--- config.mk ---
export PLATFORM = sky130hd
export DESIGN_NAME = dram_load_seq
export DESIGN_NICKNAME = d
export VERILOG_FILES = /design/src/rtl/dram_load_seq.sv
export SDC_FILE = /design/constraint.sdc
export NUM_CORES = 1
export LEC_CHECK = 0
export ABC_AREA = 1
export ABC_CLOCK_PERIOD_IN_PS = 3800
export CORE_ASPECT_RATIO = 0.5
export CORE_MARGIN = 10
export CORE_UTILIZATION = 40
export DETAILED_ROUTE_END_ITERATION = 10
export PLACE_DENSITY = 0.74
export REMOVE_ABC_BUFFERS = 1
export SETUP_SLACK_MARGIN = 0.1
export SYNTH_ARGS = -nofsm -noshare
export SYNTH_HDL_FRONTEND = slang
export SYNTH_SLANG_ARGS = --single-unit
--- constraint.sdc ---
create_clock -name clk_h -period 3.8 [get_ports clk_h]
set_input_delay 1.14 -clock clk_h [delete_from_list [all_inputs] [get_ports clk_h]]
set_output_delay 1.14 -clock clk_h [all_outputs]
set_load 0.03 [all_outputs]
--- src/rtl/dram_load_seq.sv ---
// -----------------------------------------------------------------------------
// dram_load_seq
//
// Diagnostic sequencer that loads the instruction dispatch RAM (DRAM). A block
// request (start address + word count) is followed by a stream of 16-bit words
// {A[2:0], B[2:0], J[9:0]}. Each word gets an odd-parity bit and is written with
// a timed active-low strobe. Optionally each entry is read back and compared.
// While a block is in progress busy_h holds off CON dispatch reads.
//
// Parameters
//   ADDR_W      DRAM address width (512 entries by default)
//   STROBE_CYC  cycles dram_we_l is held low per write (1..7)
//   HOLD_CYC    cycles address/data are held after strobe release (0..7)
//
// Ports
//   clk_h            system clock, all state changes on the rising edge
//   reset_l          synchronous active-low reset
//   start_h          block request pulse, sampled only when idle
//   start_addr       first DRAM address of the block
//   count            number of words to load (0..512)
//   verify_h         read-back compare enable, latched at start
//   abort_h          finish the block after the current word
//   wd_valid_h       write-data valid
//   wd_ready_h       sequencer can accept a word
//   wd_data          16-bit DRAM word
//   con_load_dram_l  CON dispatch read in progress (active low)
//   dram_addr        DRAM address
//   dram_wdata       {odd_parity, wd_data}
//   dram_we_l        DRAM write strobe, active low
//   dram_rdata       DRAM read data, valid one cycle after dram_addr
//   busy_h           block in progress
//   done_h           one-cycle pulse at block end
//   err_h            sticky error flag (cleared at the next start)
//   err_addr         first failing address
// -----------------------------------------------------------------------------
module dram_load_seq #(
    parameter int ADDR_W     = 9,
    parameter int STROBE_CYC = 2,
    parameter int HOLD_CYC   = 1
) (
    input  logic              clk_h,
    input  logic              reset_l,
    input  logic              start_h,
    input  logic [ADDR_W-1:0] start_addr,
    input  logic [9:0]        count,
    input  logic              verify_h,
    input  logic              abort_h,
    input  logic              wd_valid_h,
    output logic              wd_ready_h,
    input  logic [15:0]       wd_data,
    input  logic              con_load_dram_l,
    output logic [ADDR_W-1:0] dram_addr,
    output logic [16:0]       dram_wdata,
    output logic              dram_we_l,
    input  logic [16:0]       dram_rdata,
    output logic              busy_h,
    output logic              done_h,
    output logic              err_h,
    output logic [ADDR_W-1:0] err_addr
);

    localparam int DEPTH = 1 << ADDR_W;

    typedef enum logic [3:0] {
        S_IDLE,
        S_PEND,       // start accepted, waiting for CON dispatch read to finish
        S_ARM,
        S_WAIT_DATA,
        S_SETUP,
        S_STROBE,
        S_HOLD,
        S_VRD,
        S_VCMP,
        S_NEXT,
        S_DONE
    } state_t;

    state_t            state_reg;
    logic [ADDR_W-1:0] base_addr_reg;
    logic [9:0]        remaining_reg;
    logic              verify_reg;
    logic              abort_seen_reg;
    logic [2:0]        tmr_reg;

    // Abort is remembered for the whole block but only honoured between words,
    // so a strobe already under way always completes at full length.
    wire abort_any = abort_seen_reg | abort_h;

    always_ff @(posedge clk_h) begin
        if (!reset_l) begin
            state_reg      <= S_IDLE;
            base_addr_reg  <= '0;
            remaining_reg  <= '0;
            verify_reg     <= 1'b0;
            abort_seen_reg <= 1'b0;
            tmr_reg        <= '0;
            wd_ready_h     <= 1'b0;
            dram_addr      <= '0;
            dram_wdata     <= '0;
            dram_we_l      <= 1'b1;
            busy_h         <= 1'b0;
            done_h         <= 1'b0;
            err_h          <= 1'b0;
            err_addr       <= '0;
        end else begin
            done_h <= 1'b0;

            if (state_reg != S_IDLE) begin
                abort_seen_reg <= abort_any;
            end

            case (state_reg)
                S_IDLE: begin
                    if (start_h) begin
                        base_addr_reg  <= start_addr;
                        remaining_reg  <= count;
                        verify_reg     <= verify_h;
                        abort_seen_reg <= 1'b0;
                        err_h          <= 1'b0;
                        err_addr       <= '0;
                        if (int'(count) > DEPTH) begin
                            // Oversized request: flag it and finish without
                            // ever claiming the DRAM.
                            err_h    <= 1'b1;
                            err_addr <= start_addr;
                            done_h   <= 1'b1;
                        end else if (count == 10'd0) begin
                            done_h <= 1'b1;
                        end else if (!con_load_dram_l) begin
                            state_reg <= S_PEND;
                        end else begin
                            state_reg <= S_ARM;
                            busy_h    <= 1'b1;
                            dram_addr <= start_addr;
                        end
                    end
                end

                S_PEND: begin
                    if (con_load_dram_l) begin
                        state_reg <= S_ARM;
                        busy_h    <= 1'b1;
                        dram_addr <= base_addr_reg;
                    end
                end

                S_ARM: begin
                    state_reg  <= S_WAIT_DATA;
                    wd_ready_h <= 1'b1;
                end

                S_WAIT_DATA: begin
                    if (wd_valid_h && wd_ready_h) begin
                        wd_ready_h <= 1'b0;
                        dram_wdata <= {~^wd_data, wd_data};
                        state_reg  <= S_SETUP;
                    end else if (abort_any) begin
                        // No word pending: nothing left to finish.
                        wd_ready_h <= 1'b0;
                        done_h     <= 1'b1;
                        state_reg  <= S_DONE;
                    end
                end

                S_SETUP: begin
                    dram_we_l <= 1'b0;
                    tmr_reg   <= 3'(STROBE_CYC - 1);
                    state_reg <= S_STROBE;
                end

                S_STROBE: begin
                    if (tmr_reg == 3'd0) begin
                        dram_we_l <= 1'b1;
                        if (HOLD_CYC > 0) begin
                            tmr_reg   <= 3'(HOLD_CYC - 1);
                            state_reg <= S_HOLD;
                        end else if (verify_reg) begin
                            state_reg <= S_VRD;
                        end else begin
                            state_reg <= S_NEXT;
                        end
                    end else begin
                        tmr_reg <= tmr_reg - 3'd1;
                    end
                end

                S_HOLD: begin
                    if (tmr_reg == 3'd0) begin
                        state_reg <= verify_reg ? S_VRD : S_NEXT;
                    end else begin
                        tmr_reg <= tmr_reg - 3'd1;
                    end
                end

                S_VRD: begin
                    // Address has been stable since SETUP; the registered read
                    // data for it is presented during VCMP.
                    state_reg <= S_VCMP;
                end

                S_VCMP: begin
                    if (dram_rdata != dram_wdata) begin
                        if (!err_h) begin
                            err_addr <= dram_addr;
                        end
                        err_h <= 1'b1;
                    end
                    state_reg <= S_NEXT;
                end

                S_NEXT: begin
                    dram_addr     <= dram_addr + 1'b1;
                    remaining_reg <= remaining_reg - 10'd1;
                    if (remaining_reg == 10'd1 || abort_any) begin
                        done_h    <= 1'b1;
                        state_reg <= S_DONE;
                    end else begin
                        wd_ready_h <= 1'b1;
                        state_reg  <= S_WAIT_DATA;
                    end
                end

                S_DONE: begin
                    busy_h    <= 1'b0;
                    state_reg <= S_IDLE;
                end

                default: begin
                    state_reg  <= S_IDLE;
                    busy_h     <= 1'b0;
                    wd_ready_h <= 1'b0;
                    dram_we_l  <= 1'b1;
                end
            endcase
        end
    end

endmodule

== After elaboration in Yosys (flattened, before gate mapping) ==
Index checks and enable logic that the tools add are counted.

* Bits in writable memories: 0
* Input port bits: 59
* Register bits after elaboration: 68
* Bits in latches: 0
* ROM bits: 0
* Word-level logic and storage cells: 124
* Memories: 0

* Reductions and logical operators: 25
* Equal/unequal tests: 24
* $add $sub $neg: 3
* Bitwise logic cells: 4
* $mul: 0
* Shifts and indexed selects: 0
* Magnitude comparators: 1
* Div/mod/pow operators: 0
* Multiplexer cells: 53

{| class="wikitable"
|+ Operators with widths
! kind !! count
|-
| 9-bit two-way mux || 9
|-
| 4-bit two-way mux || 10
|-
| 4-bit one-hot mux with 10 select lines || 1
|-
| 9-bit one-hot mux with 3 select lines || 1
|-
| 2-bit != test, second input constant || 11
|-
| 1-bit two-way mux || 20
|-
| 10-bit one-hot mux with 2 select lines || 1
|-
| 9-bit one-hot mux with 2 select lines || 1
|-
| 17-bit != test || 1
|-
| 4-bit by 3-bit equality test with 1-bit output, second input constant || 4
|-
| 8-bit OR reduction || 2
|-
| 16-bit XNOR reduction || 1
|-
| 4-bit equality test, second input constant || 3
|-
| 10-bit by 1-bit equality test with 1-bit output, second input constant || 1
|-
| 10-bit > comparator, second input constant || 1
|-
| 10-bit logical NOT || 1
|-
| 10-bit two-way mux || 1
|-
| 2-bit AND reduction || 5
|-
| 10-bit by 1-bit subtractor with 10-bit output, second input constant || 1
|-
| 9-bit by 1-bit adder with 9-bit output, second input constant || 1
|-
| 1-bit one-hot mux with 3 select lines || 3
|-
| 3-bit one-hot mux with 3 select lines || 1
|-
| 9-bit OR reduction || 1
|-
| 4-bit by 2-bit equality test with 1-bit output, second input constant || 2
|-
| 20 further kinds || 27
|}

== Logic depth before layout (Yosys ltp) ==
* Depth in word-level cells: 5
* Mapped depth: 11
* Mapped depth without buffers: 11

== Least setup slack after synthesis ==
OpenSTA, ideal clock, no wires.

* Path type: input -> register
* Start: in count[6]
* End: reg state_reg[1]
* Library setup time: 0.113 ns
* Path buffers: 1
* Slack: 1.613 ns
* Cell stages on the path: 9
* Required time: 3.687 ns
* Data arrival time: 2.074 ns
* Cell sequence: nor3_1 -> nand4_1 -> buf_2 -> nand2_1 -> nand2_1 -> nand2_1 -> nand2_1 -> nor2_1 -> nor2_1

* Longest elaborated chain between the ends: 3
* Elaborated cells between the ends (all ways): 5
* Those cells by class: order compare: 1; eq/ne: 2; reduce/logical: 2

{| class="wikitable"
|+ RTL lines
! item !! line !! RTL
|-
| start: declaration || 45 || <nowiki>input logic [9:0] count,</nowiki>
|-
| 10-bit > comparator or 10-bit logical NOT (tied branches) || 121, 127 ||
|-
| 2-bit != test (no line) || n/a ||
|-
| 7-bit AND reduction (no line) * || n/a ||
|-
| end signal: assignment || 189 || <nowiki>state_reg <= verify_reg ? S_VRD : S_NEXT;</nowiki>
|-
| end: declaration || 78 || <nowiki>state_t state_reg;</nowiki>
|}

Mark *: on every way between the ends. The rest lies on a longest branch, timed or not.
A chain may end at the register's enable or synchronous reset.

== Worst setup path after layout ==
* Start: in count[6]
* End: reg dram_addr[3]

* Longest elaborated chain between the ends: 3
* Elaborated cells between the ends (all ways): 5
* Those cells by class: order compare: 1; eq/ne: 2; reduce/logical: 2

{| class="wikitable"
|+ RTL lines
! item !! line !! RTL
|-
| 10-bit > comparator or 10-bit logical NOT (tied branches) || 121, 127 ||
|-
| 2-bit != test (no line) || n/a ||
|-
| 6-bit AND reduction (no line) * || n/a ||
|-
| end signal: assignment || 134 || <nowiki>dram_addr <= start_addr;</nowiki>
|-
| end signal: assignment || 143 || <nowiki>dram_addr <= base_addr_reg;</nowiki>
|-
| end signal: assignment || 212 || <nowiki>dram_addr <= dram_addr + 1'b1;</nowiki>
|-
| end: declaration || 52 || <nowiki>output logic [ADDR_W-1:0] dram_addr,</nowiki>
|}

Marked as above.

==> metrics.txt <==
outcome=finished clean; drt total wl=12200 um; ratio of cells with drive above 1 in the final layout=6.45%; grt ovf=0; clk buf depth=2; Antenna Cells=0; worst-path cell chain=clkdlybuf4s50_1 -> nor3_1 -> nand4_1 -> nand3_1 -> nand4_4 -> nor2_1 -> nor2_1; drt wl/cell=13.4 um; setup bufs post-CTS=0; Synth cell types=41; Crit. End Element=flop; clk slew on worst S/H paths=0.06 ns; Via density=4.87; RSZ-0062 raised after global routing=no; CP max-delay cell=clkdlybuf4s50_1; yosys warns=0; sequential area share after synthesis=32.6%; max_slew headroom=41.7%; largest cells by area after synthesis=dfxtp_1 (33%), nand2_1 (18%), nor2_1 (8.4%), inv_1 (7.0%), nand3_1 (5.6%); Syn Area/Cell=6.20 sq um; Tot GR Track Use=16.1%; Port Buffers=98; Largest register FFs=17; Sink Count=68; Setup crit start kind=primary input; initial antenna violation count=0; Post-Syn Instances=674; total CTS buffers=9; Hold WS=0.465 ns; area growth from synthesis to layout=33.7%; via count of the first global-routing pass=4213; die extent in y=92.3 um; worst-margin pin slew=0.873 ns; Max H-tree Level=3; Worst path max stage delay=0.44 ns; # hold bufs at CTS=0; TritonCTS clock tree=done; Starting Density=40.9%; commonest non-fill, non-tap cell in the layout=nand2_1; Resize count post-CTS=0; Hold Fails Final Rpt=0; first-pass GRT wire length=20200 um; synthesized area=4180 sq um; met2 usage=26.5%; fin crit period=2.76 ns; post-synth top area share=32.6%; clock skew=0.00500 ns; DRT iter0 DRCs=346; GRT Max-Usage Layer=met2; predominant post-synthesis flop cell=dfxtp_1; met1 Use GR=20.6%; worst hold path type=flop to flop; number of synthesized flops with an enable pin=0; P_leak=0.00245 uW; Max Slew Vio Count=0; cell taking the most area after synthesis=dfxtp_1; cell area power density=586 nW/um^2; asr flop ratio synth=0%; HPWL after DPL=9300 um; root buf cell=clkbuf_16; critical path's most frequent cell=nor2_1; met3 Track Usage GR=3.66%; count of nets after finishing=835; GPL Wtd Cong=0.908; Yosys reg bits=68; Achievable Freq=363 MHz; Setup TNS Final=0 ns; number of placement rows=26; Clock Latency Late Sink=0.33 ns; max-cap viol count=0; die area=15200 sq um; Buf/Inv on CP=1; Crit path max-delay family=simple AND/OR/NAND/NOR gates; critical path type=primary input to flop; Critical Path Fanout Max=18; final worst path period share=72.5%; DRC viols=0; largest net degree at the start of global routing=45; core footprint=10200 sq um; Worst VDD drop=0.268 mV; number of iterations in the first detailed-routing pass=5; commonest cells after routing, fill and taps aside=nand2_1 (196), clkdlybuf4s50_1 (98), nor2_1 (94); endpoints failing setup=0; via count=4458; post-route ant nets=0; CP Data Arrival Time=2.99 ns; # IOs=99; Fill cells=1022; die width=165 um; CP Data Required Time=4.03 ns
## through the flow
step	setup WS, ns	instance area (sq um)	utilization, %	cells	power, uW
after floorplan	1.30	4090	-	655	1960
after global placement	0.769	5300	51.8	900	2440
after detailed placement	0.700	5300	51.8	900	2460
after CTS	1.06	5590	54.7	915	3300
after global routing	0.842	5590	54.7	915	3530
final	1.04	5590	54.7	915	3280
## cells in the mapped netlist (2+ instances only)
| cell | number |
|---|---|
| nand2_1 | 196 |
| nor2_1 | 94 |
| o211ai_1 | 10 |
| nor3_1 | 2 |
| o21ai_1 | 12 |
| nand3_1 | 47 |
| buf_2 | 8 |
| nor2_4 | 2 |
| nand2_2 | 3 |
| clkbuf_1 | 7 |
| nor3b_1 | 2 |
| dfxtp_1 | 68 |
| o21ai_0 | 26 |
| a31oi_1 | 6 |
| nor2_2 | 3 |
| nand4_1 | 7 |
| inv_2 | 12 |
| buf_4 | 3 |
| o21ai_2 | 2 |
| inv_1 | 78 |
| xnor2_1 | 17 |
| or2_2 | 3 |
| o2111ai_1 | 3 |
| xor2_1 | 6 |
| ha_1 | 5 |
| a21oi_1 | 37 |
## where the power goes
| group | total [uW] | switching, uW | internal, uW |
|---|---|---|---|
| Clock | 829 | 308 | 521 |
| Sequential | 1020 | 150 | 874 |
| Combinational | 1420 | 888 | 534 |
## worst register-to-register path: stages, from the launching register on
cell	delay, ns
dfxtp_1	0.38
inv_2	0.11
nand2_2	0.10
nor2_1	0.26
nand2_1	0.58
inv_2	0.38
nand3_1	0.11
nand2_1	0.07
inv_1	0.04
## cell families (layout without fill, tap and decap cells)
group,Yosys count,count (layout),share of synthesized area (%)
AO/OA/AOI/OAI,102,102,13.9
flip-flops,68,68,32.6
AND/OR/NAND/NOR,366,366,36.9
XOR/XNOR,23,23,4.82
adder cells (fa/ha/maj),5,5,1.50
buffers and inverters,110,211,10.4
## layout make-up
class | count | area (sq um) | share of cell area (%)
clock inverter | 4 | 50.0 | 0.895
sequential | 68 | 1360 | 24.4
clock buffer | 11 | 243 | 4.34
inverter | 91 | 342 | 6.11
multi-input combinational | 496 | 2380 | 42.7
tap | 140 | 175 | 3.13
timing repair buffer | 105 | 1030 | 18.5
## layer usage
metal / share of wire [%] / vias to the layer above
met5: 0 / -
met4: 1.3 / 0
met3: 6.9 / 16
met2: 45 / 156
met1: 47 / 1951
li1: - / 2335
## path summary, 6_finish.rpt
check	startpoint	endpoint	slack [ns]	depth (start not counted)
worst min register to register	tmr_reg[1]	tmr_reg[1]	0.47	2
worst max register to register	state_reg[2]	dram_wdata[16]	1.66	8
worst max-delay path	count[6]	dram_addr[3]	1.04	7
worst min-delay path	tmr_reg[1]	tmr_reg[1]	0.47	2
Power figures use the tool's default switching activity.
